File: config.mk
export PLATFORM = sky130hd
export DESIGN_NAME = multicycle_ctrl_fsm_flat
export DESIGN_NICKNAME = d
export VERILOG_FILES = /design/src/rtl/multicycle_ctrl_fsm_if.sv /design/src/rtl/multicycle_ctrl_fsm.sv /design/src/flat_wrapper.sv
export SDC_FILE = /design/constraint.sdc
export NUM_CORES = 1
export LEC_CHECK = 0
export BUFFER_PORTS_ARGS = -buffer_cell sky130_fd_sc_hd__buf_2
export CAP_MARGIN = 20
export CORE_MARGIN = 10
export CORE_UTILIZATION = 30
export CTS_CLUSTER_DIAMETER = 150
export DETAILED_ROUTE_END_ITERATION = 8
export SYNTH_ARGS = -nofsm -noshare
export SYNTH_HDL_FRONTEND = slang
export SYNTH_SLANG_ARGS = --single-unit
File: constraint.sdc
create_clock -name clk -period 4.7 [get_ports clk]
set_input_delay 0.94 -clock clk [delete_from_list [all_inputs] [get_ports clk]]
set_output_delay 0.94 -clock clk [all_outputs]
set_load 0.005 [all_outputs]
File: src/rtl/multicycle_ctrl_fsm_if.sv
// Memory-side handshake bundle between the sequencer and the imem/dmem ports.
// master = sequencer (requests, IR latch); slave = memory/datapath side.
interface multicycle_ctrl_fsm_if;
    logic       imem_req;
    logic       imem_ready;
    logic [6:0] instr_op;
    logic       ir_we;
    logic       dmem_req;
    logic       dmem_we;
    logic       dmem_ready;

    modport master (
        output imem_req,
        output ir_we,
        output dmem_req,
        output dmem_we,
        input  imem_ready,
        input  instr_op,
        input  dmem_ready
    );

    modport slave (
        input  imem_req,
        input  ir_we,
        input  dmem_req,
        input  dmem_we,
        output imem_ready,
        output instr_op,
        output dmem_ready
    );
endinterface

File: src/rtl/multicycle_ctrl_fsm.sv
// Multi-cycle RV32I-subset sequencer: FETCH/DECODE/EXEC/MEM/WB with memory
// stalls, retire counter and sticky trap on illegal opcode or memory timeout.
// Ports: clk, rst (sync, active high); run gates fetches; br_taken from ALU;
// bus (master) carries imem/dmem handshakes, instr_op and ir_we; datapath
// controls alu_src_imm, alu_a_pc, reg_we, wb_sel, pc_we, pc_sel; status
// trap, trap_cause and instret.
module multicycle_ctrl_fsm #(
    parameter int TIMEOUT = 16,
    parameter int CNT_W   = 32
) (
    input  logic                    clk,
    input  logic                    rst,
    input  logic                    run,
    input  logic                    br_taken,
    multicycle_ctrl_fsm_if.master   bus,
    output logic                    alu_src_imm,
    output logic                    alu_a_pc,
    output logic                    reg_we,
    output logic [1:0]              wb_sel,
    output logic                    pc_we,
    output logic                    pc_sel,
    output logic                    trap,
    output logic [1:0]              trap_cause,
    output logic [CNT_W-1:0]        instret
);

    localparam logic [6:0] OP_R     = 7'b0110011;
    localparam logic [6:0] OP_I     = 7'b0010011;
    localparam logic [6:0] OP_LD    = 7'b0000011;
    localparam logic [6:0] OP_ST    = 7'b0100011;
    localparam logic [6:0] OP_BR    = 7'b1100011;
    localparam logic [6:0] OP_JAL   = 7'b1101111;
    localparam logic [6:0] OP_AUIPC = 7'b0010111;

    localparam logic [7:0] WAIT_MAX = 8'(TIMEOUT - 1);

    typedef enum logic [2:0] {
        S_FETCH,
        S_DECODE,
        S_EXEC,
        S_MEM,
        S_WB,
        S_TRAP
    } state_t;

    state_t           state_q, state_d;
    logic [6:0]       op_q, op_d;
    logic [7:0]       cnt_q, cnt_d;
    logic [1:0]       cause_q, cause_d;
    logic [CNT_W-1:0] instret_q;

    logic is_ld, is_st, is_br, is_jal, is_auipc, uses_imm, legal;

    assign is_ld    = (op_q == OP_LD);
    assign is_st    = (op_q == OP_ST);
    assign is_br    = (op_q == OP_BR);
    assign is_jal   = (op_q == OP_JAL);
    assign is_auipc = (op_q == OP_AUIPC);
    assign uses_imm = (op_q == OP_I) | is_ld | is_st | is_auipc;
    assign legal    = op_q inside {OP_R, OP_I, OP_LD, OP_ST,
                                   OP_BR, OP_JAL, OP_AUIPC};

    always_comb begin
        state_d      = state_q;
        op_d         = op_q;
        cnt_d        = '0;
        cause_d      = cause_q;
        bus.imem_req = 1'b0;
        bus.ir_we    = 1'b0;
        bus.dmem_req = 1'b0;
        bus.dmem_we  = 1'b0;
        alu_src_imm  = 1'b0;
        alu_a_pc     = 1'b0;
        reg_we       = 1'b0;
        wb_sel       = 2'd0;
        pc_we        = 1'b0;
        pc_sel       = 1'b0;

        unique case (state_q)
            S_FETCH: begin
                bus.imem_req = run;
                if (run) begin
                    if (bus.imem_ready) begin
                        bus.ir_we = 1'b1;
                        op_d      = bus.instr_op;
                        state_d   = S_DECODE;
                    end else if (cnt_q == WAIT_MAX) begin
                        state_d = S_TRAP;
                        cause_d = 2'd2;
                    end else begin
                        cnt_d = cnt_q + 8'd1;
                    end
                end
            end
            S_DECODE: begin
                if (legal) begin
                    state_d = S_EXEC;
                end else begin
                    state_d = S_TRAP;
                    cause_d = 2'd1;
                end
            end
            S_EXEC: begin
                alu_src_imm = uses_imm;
                alu_a_pc    = is_auipc;
                if (is_br) begin
                    pc_we   = 1'b1;
                    pc_sel  = br_taken;
                    state_d = S_FETCH;
                end else if (is_ld | is_st) begin
                    state_d = S_MEM;
                end else begin
                    state_d = S_WB;
                end
            end
            S_MEM: begin
                bus.dmem_req = 1'b1;
                bus.dmem_we  = is_st;
                // keep the address path selected while the access is open
                alu_src_imm  = 1'b1;
                if (bus.dmem_ready) begin
                    if (is_st) begin
                        pc_we   = 1'b1;
                        state_d = S_FETCH;
                    end else begin
                        state_d = S_WB;
                    end
                end else if (cnt_q == WAIT_MAX) begin
                    state_d = S_TRAP;
                    cause_d = 2'd3;
                end else begin
                    cnt_d = cnt_q + 8'd1;
                end
            end
            S_WB: begin
                alu_src_imm = uses_imm;
                alu_a_pc    = is_auipc;
                reg_we      = 1'b1;
                pc_we       = 1'b1;
                pc_sel      = is_jal;
                wb_sel      = is_ld ? 2'd1 : (is_jal ? 2'd2 : 2'd0);
                state_d     = S_FETCH;
            end
            S_TRAP: begin
                state_d = S_TRAP;
            end
            default: begin
                state_d = S_FETCH;
            end
        endcase
    end

    always_ff @(posedge clk) begin
        if (rst) begin
            state_q   <= S_FETCH;
            op_q      <= '0;
            cnt_q     <= '0;
            cause_q   <= '0;
            instret_q <= '0;
        end else begin
            state_q <= state_d;
            op_q    <= op_d;
            cnt_q   <= cnt_d;
            cause_q <= cause_d;
            if (pc_we) begin
                instret_q <= instret_q + CNT_W'(1);
            end
        end
    end

    assign trap       = (state_q == S_TRAP);
    assign trap_cause = cause_q;
    assign instret    = instret_q;

endmodule

File: src/flat_wrapper.sv
// flat-port wrapper written by rule: the top's interface ports become plain ports
module multicycle_ctrl_fsm_flat 
#(
    parameter int TIMEOUT = 16,
    parameter int CNT_W   = 32
)
  (clk, rst, run, br_taken, alu_src_imm, alu_a_pc, reg_we, wb_sel, pc_we, pc_sel, trap, trap_cause, instret, bus_imem_req, bus_ir_we, bus_dmem_req, bus_dmem_we, bus_imem_ready, bus_instr_op, bus_dmem_ready);
  multicycle_ctrl_fsm_if bus_i ();
  input  logic clk;
  input  logic rst;
  input  logic run;
  input  logic br_taken;
  output logic alu_src_imm;
  output logic alu_a_pc;
  output logic reg_we;
  output logic [1:0] wb_sel;
  output logic pc_we;
  output logic pc_sel;
  output logic trap;
  output logic [1:0] trap_cause;
  output logic [CNT_W-1:0] instret;
  output wire logic [$bits(bus_i.imem_req)-1:0] bus_imem_req;
  output wire logic [$bits(bus_i.ir_we)-1:0] bus_ir_we;
  output wire logic [$bits(bus_i.dmem_req)-1:0] bus_dmem_req;
  output wire logic [$bits(bus_i.dmem_we)-1:0] bus_dmem_we;
  input wire logic [$bits(bus_i.imem_ready)-1:0] bus_imem_ready;
  input wire logic [$bits(bus_i.instr_op)-1:0] bus_instr_op;
  input wire logic [$bits(bus_i.dmem_ready)-1:0] bus_dmem_ready;
  assign bus_imem_req = bus_i.imem_req;
  assign bus_ir_we = bus_i.ir_we;
  assign bus_dmem_req = bus_i.dmem_req;
  assign bus_dmem_we = bus_i.dmem_we;
  assign bus_i.imem_ready = bus_imem_ready;
  assign bus_i.instr_op = bus_instr_op;
  assign bus_i.dmem_ready = bus_dmem_ready;
  multicycle_ctrl_fsm #(.TIMEOUT(TIMEOUT), .CNT_W(CNT_W)) u_core (.clk(clk), .rst(rst), .run(run), .br_taken(br_taken), .bus(bus_i), .alu_src_imm(alu_src_imm), .alu_a_pc(alu_a_pc), .reg_we(reg_we), .wb_sel(wb_sel), .pc_we(pc_we), .pc_sel(pc_sel), .trap(trap), .trap_cause(trap_cause), .instret(instret));
endmodule
# == Word level (Yosys, flattened, before mapping) ==
# Index checks and enable logic that the tools add are counted.
# totals
rom_bits,0
mem_count,0
ramBits,0
out_inout_bits,46
inputBits,13
latch_bits,0
regBits,52
# op_classes
n_reduce_logical,6
eq_ne,19
n_mux,39
magnitude_cmp,0
multipliers,0
shift,0
n_addsub,2
n_bitwise,4
div,0
# ops
op,count
$add A32 B1 Y32 const B,1
$mux W8,4
$mux W3,8
$mux W2,9
$pmux W8 S2,1
$pmux W3 S5,1
$eq A7 B5 Y1 const B,2
$eq A7 B6 Y1 const B,2
$eq A7 B7 Y1 const B,2
$mux W1,12
$add A8 B1 Y8 const B,1
$eq A8 B4 Y1 const B,1
$ne A2 B2 Y1 const B,4
$eq A7 B2 Y1 const B,1
$reduce_and A7 Y1,1
$reduce_bool A7 Y1,1
$eq A3 B2 Y1 const B,2
$eq A3 B3 Y1 const B,2
$pmux W2 S3,1
$ne A2 B1 Y1 const B,2
$or A1 B1 Y1,4
$pmux W1 S2,2
$eq A3 B1 Y1 const B,1
$logic_not A3 Y1,1
4 further kinds,4

# == Longest topological paths before layout ==
# depth
word_depth,5
mapped_depth,7
ltp_nobuf,6

# == Worst setup path before layout ==
# Ideal clock, no wire load.
# synth_timing
path_kind,input port to output port
startpoint,in bus_dmem_ready
endpoint,out pc_we
path_slack_ps,1930
path_stages,4
required_ps,3760
n_path_buf,1
arrival_ps,1830
path_cell_list,inv_1 or4_1 clkbuf_1 nand3_1
# synth_between
elab_chain_cells,2
# synth_rtl
element,line_no,source
start: declaration,flat_wrapper.sv:28,input wire logic [$bits(bus_i.dmem_ready)-1:0] bus_dmem_ready;
$mux W1,multicycle_ctrl_fsm.sv:121,if (bus.dmem_ready) begin
$pmux W1 S3,multicycle_ctrl_fsm.sv:79,unique case (state_q)
end: declaration,flat_wrapper.sv:17,output logic pc_we;
# No other way between the ends.

# == Final worst setup path ==
# layout_timing
startpoint,reg u_core.state_q[0]
endpoint,out pc_we
# layout_between
elab_chain_cells,2
# layout_rtl
element,line_no,source
start: declaration,multicycle_ctrl_fsm.sv:46,"state_t state_q, state_d;"
start signal: assignment,multicycle_ctrl_fsm.sv:161,state_q <= state_d;
$eq A3 B3 Y1 / $eq A3 B2 Y1 (equally long branches),multicycle_ctrl_fsm.sv:79,
$pmux W1 S3 (*),multicycle_ctrl_fsm.sv:79,
# Every way passes the cells marked *; elsewhere a longest branch is shown, timed or not.

==> impl_metrics.toml <==
[floorplanning]
coreArea_um2 = 8760
fp.dieW_um = 115
rows = 34
io_pins = 59
start_util_pct = 30.9
fp.dieH_um = 115
die-area_um2 = 13200

[clock_tree]
clock-sinks = 52
cts_buffers = 5
cts-root-buf = "clkbuf_8"
post_cts_resized = 0
holdBufCountCts = 0
clkLatencyLatePin_ps = 320
htreeDepth = 2
cts_tree = "yes"
path_clk_slew_ps = 100
cts_buffer_depth = 2
cts_setup_buffers = 0

[timing]
hold_viol_final = 0
max_slew_margin_pct = 42.6
min_period_ps = 3220
tightest_slew_ps = 861
rsz0062_at_grt = "false"
fin_setup_tns_ps = 0
fin_ws_ps = 1480
finalMaxSlewViolations = 0
skew_ps = 10.0
timing.fmax_mhz = 310
finalCritPeriodShare_pct = 68.6
finalSetupViolCount = 0

[final_layout]
fin_util_pct = 36.4
antenna_cells = 0
drive_above_1_share_pct = 20.2
nets = 396
regArea_um2 = 1040
multiInputGateArea_um2 = 1580
nFillCells = 967
area_delta_synth_final_pct = 17.7

[global_routing]
grt_overflow = 0
grt_pass1_wl_um = 11700
grt_pass1_vias = 2413
antenna_found_initial = 0
grt_use_total_pct = 10.5
grt_max_degree = 47

[worst_setup_path]
critPathMaxFanout = 16
path_class = "reg -> out"
cp-start-kind = "register"
end_kind = "output pin"
critical_path_arrival_ps = 2280
critPathBufInv = 1
cp_data_required_time_ps = 3760
crit_family = "simple AND/OR/NAND/NOR gates"
slowest_stage = "dfxtp_1"
critical-path-max-stage-delay_ps = 660
path_cells = "nand4b_1, or4_1, nand3_1, buf_2"

[drt]
routedWlPerCell_um = 14.7
viasPerCell = 5.33
drcViolationCount = 0
vias = 2610
drtIter0Drc = 95
ant_nets = 0
dr.pass1.iters = 4
routed_wl_um = 7210

[yosys]
yosysTopAreaCell = "dfxtp_1"
synthArstFlopShare_pct = 0
syn_inst = 328
seq_area_frac_synth_pct = 38.4
ys_ff_latch = 52
synthTopCellsByCount = "dfxtp_1, nand2_1, nor2_1"
synth-main-ff-cell = "dfxtp_1"
syn_nets = 343
netlist_top_cells_area = "dfxtp_1, a21oi_1, nand2_1, nor2_1, xnor2_1"
syn_area_um2 = 2710
synth_edf_count = 0
avgSynthCellArea_um2 = 8.26
yosysUniqueCellTypes = 55
yosys_warnings = 0
yosysTopAreaCellShare_pct = 38.4
yosysMostFrequentCell = "dfxtp_1"

[place]
gp_congestion = 0.821
dp_hpwl_um = 5370
portBuffers = 58
place_ws_ps = 1550

[min_path]
hold_class = "reg -> reg"

[status]
outcome = "completed"

[power]
peakVddDrop_v = 0.0000973
p_per_area_nw_per_um2 = 245
leakagePower_nw = 1.19

[job]
cap_viol_max_count = 0
## cell type report
| class | count | share of cell area [%] |
|---|---|---|
| clock inverters | 3 | 0.785 |
| clock buffers | 5 | 2.16 |
| multi-input cells | 253 | 49.5 |
| flip-flops and latches | 52 | 32.6 |
| repair buffers | 60 | 9.57 |
| well taps | 108 | 4.24 |
| inverters | 9 | 1.06 |
## sequential cells by signal (all words and copies together) (netlist names)
name	flops
u_core.trap_cause	2
u_core.state_q	3
u_core.instret	32
u_core.op_q	7
u_core.cnt_q	8
## worst register-to-register path, cell delays in order (launching register included)
cell	delay, ps
dfxtp_1	660
nor2_1	130
nand2_1	310
inv_2	160
o31ai_1	740
nor4_1	170
mux2_1	350
## routing by layer
layer  global-route usage, %  wire, um  share of wire (%)  vias to the layer above
met3                    3.33       448                6.2                        6
li1                        -         -                  -                     1315
met5                       0         0                  0                        -
met4                    3.55        74                1.0                        0
met1                    13.2      3390                 47                     1231
met2                    16.6      3290                 46                       58
## kinds of logic (layout without fill, tap and decap cells)
family	Yosys count	after routing	share of synthesized area (%)
fa+ha+maj	3	3	1.29
buf+inv	23	77	3.23
xor+xnor	18	18	5.82
compound gates	77	77	18.5
mux	3	3	1.20
flops	52	52	38.4
simple gates	152	152	31.5
## placed cells by master, fill, tap and decap left out, types with 2 or more instances in the layout
master      n
xnor2_1    13
nor2b_1     4
and2_1      3
nor4_4      2
nor2_1     34
and3_1      6
o31ai_1    12
o2bb2ai_1   3
nor3_1      3
a311oi_1    4
o21ai_0    10
nor4_1      5
and4_1      2
a2111oi_0   2
clkbuf_8    5
inv_1       7
xor2_1      5
mux2_1      2
ha_1        2
o311ai_1    3
nand2b_1    5
nand3_1    10
nand2_1    35
inv_6       2
a31oi_1     4
or2_2       3
nand4_1     9
or3_1       8
buf_2      58
or4_1      13
nor4b_1     2
a21oi_1    28
dfxtp_1    52
buf_4       2
nand4b_1    2
## worst paths after layout
check / end / depth (start not counted) / startpoint / slack, ps
worst min register to register: u_core.cnt_q[0] / 1 / u_core.cnt_q[0] / 460
worst max register to register: u_core.instret[31] / 6 / u_core.state_q[0] / 2060
worst max-delay path: pc_we / 4 / u_core.state_q[0] / 1480
worst min-delay path: u_core.cnt_q[0] / 1 / u_core.cnt_q[0] / 460
## stage by stage
step	hold slack, ps	cell area, um2	instances	power [mW]
after CTS	462	3190	490	0.792
after floorplan	418	2710	328	0.496
after detailed placement	440	3100	482	0.514
after global placement	432	3100	482	0.513
after global routing	471	3190	490	0.815
final	461	3190	490	0.781
## where the power goes
part / total (mW) / internal (mW) / switching [mW]
Clock: 0.278 / 0.109 / 0.169
Combinational: 0.0472 / 0.0196 / 0.0276
Sequential: 0.456 / 0.446 / 0.00948
(Power assumes the default switching activity.)
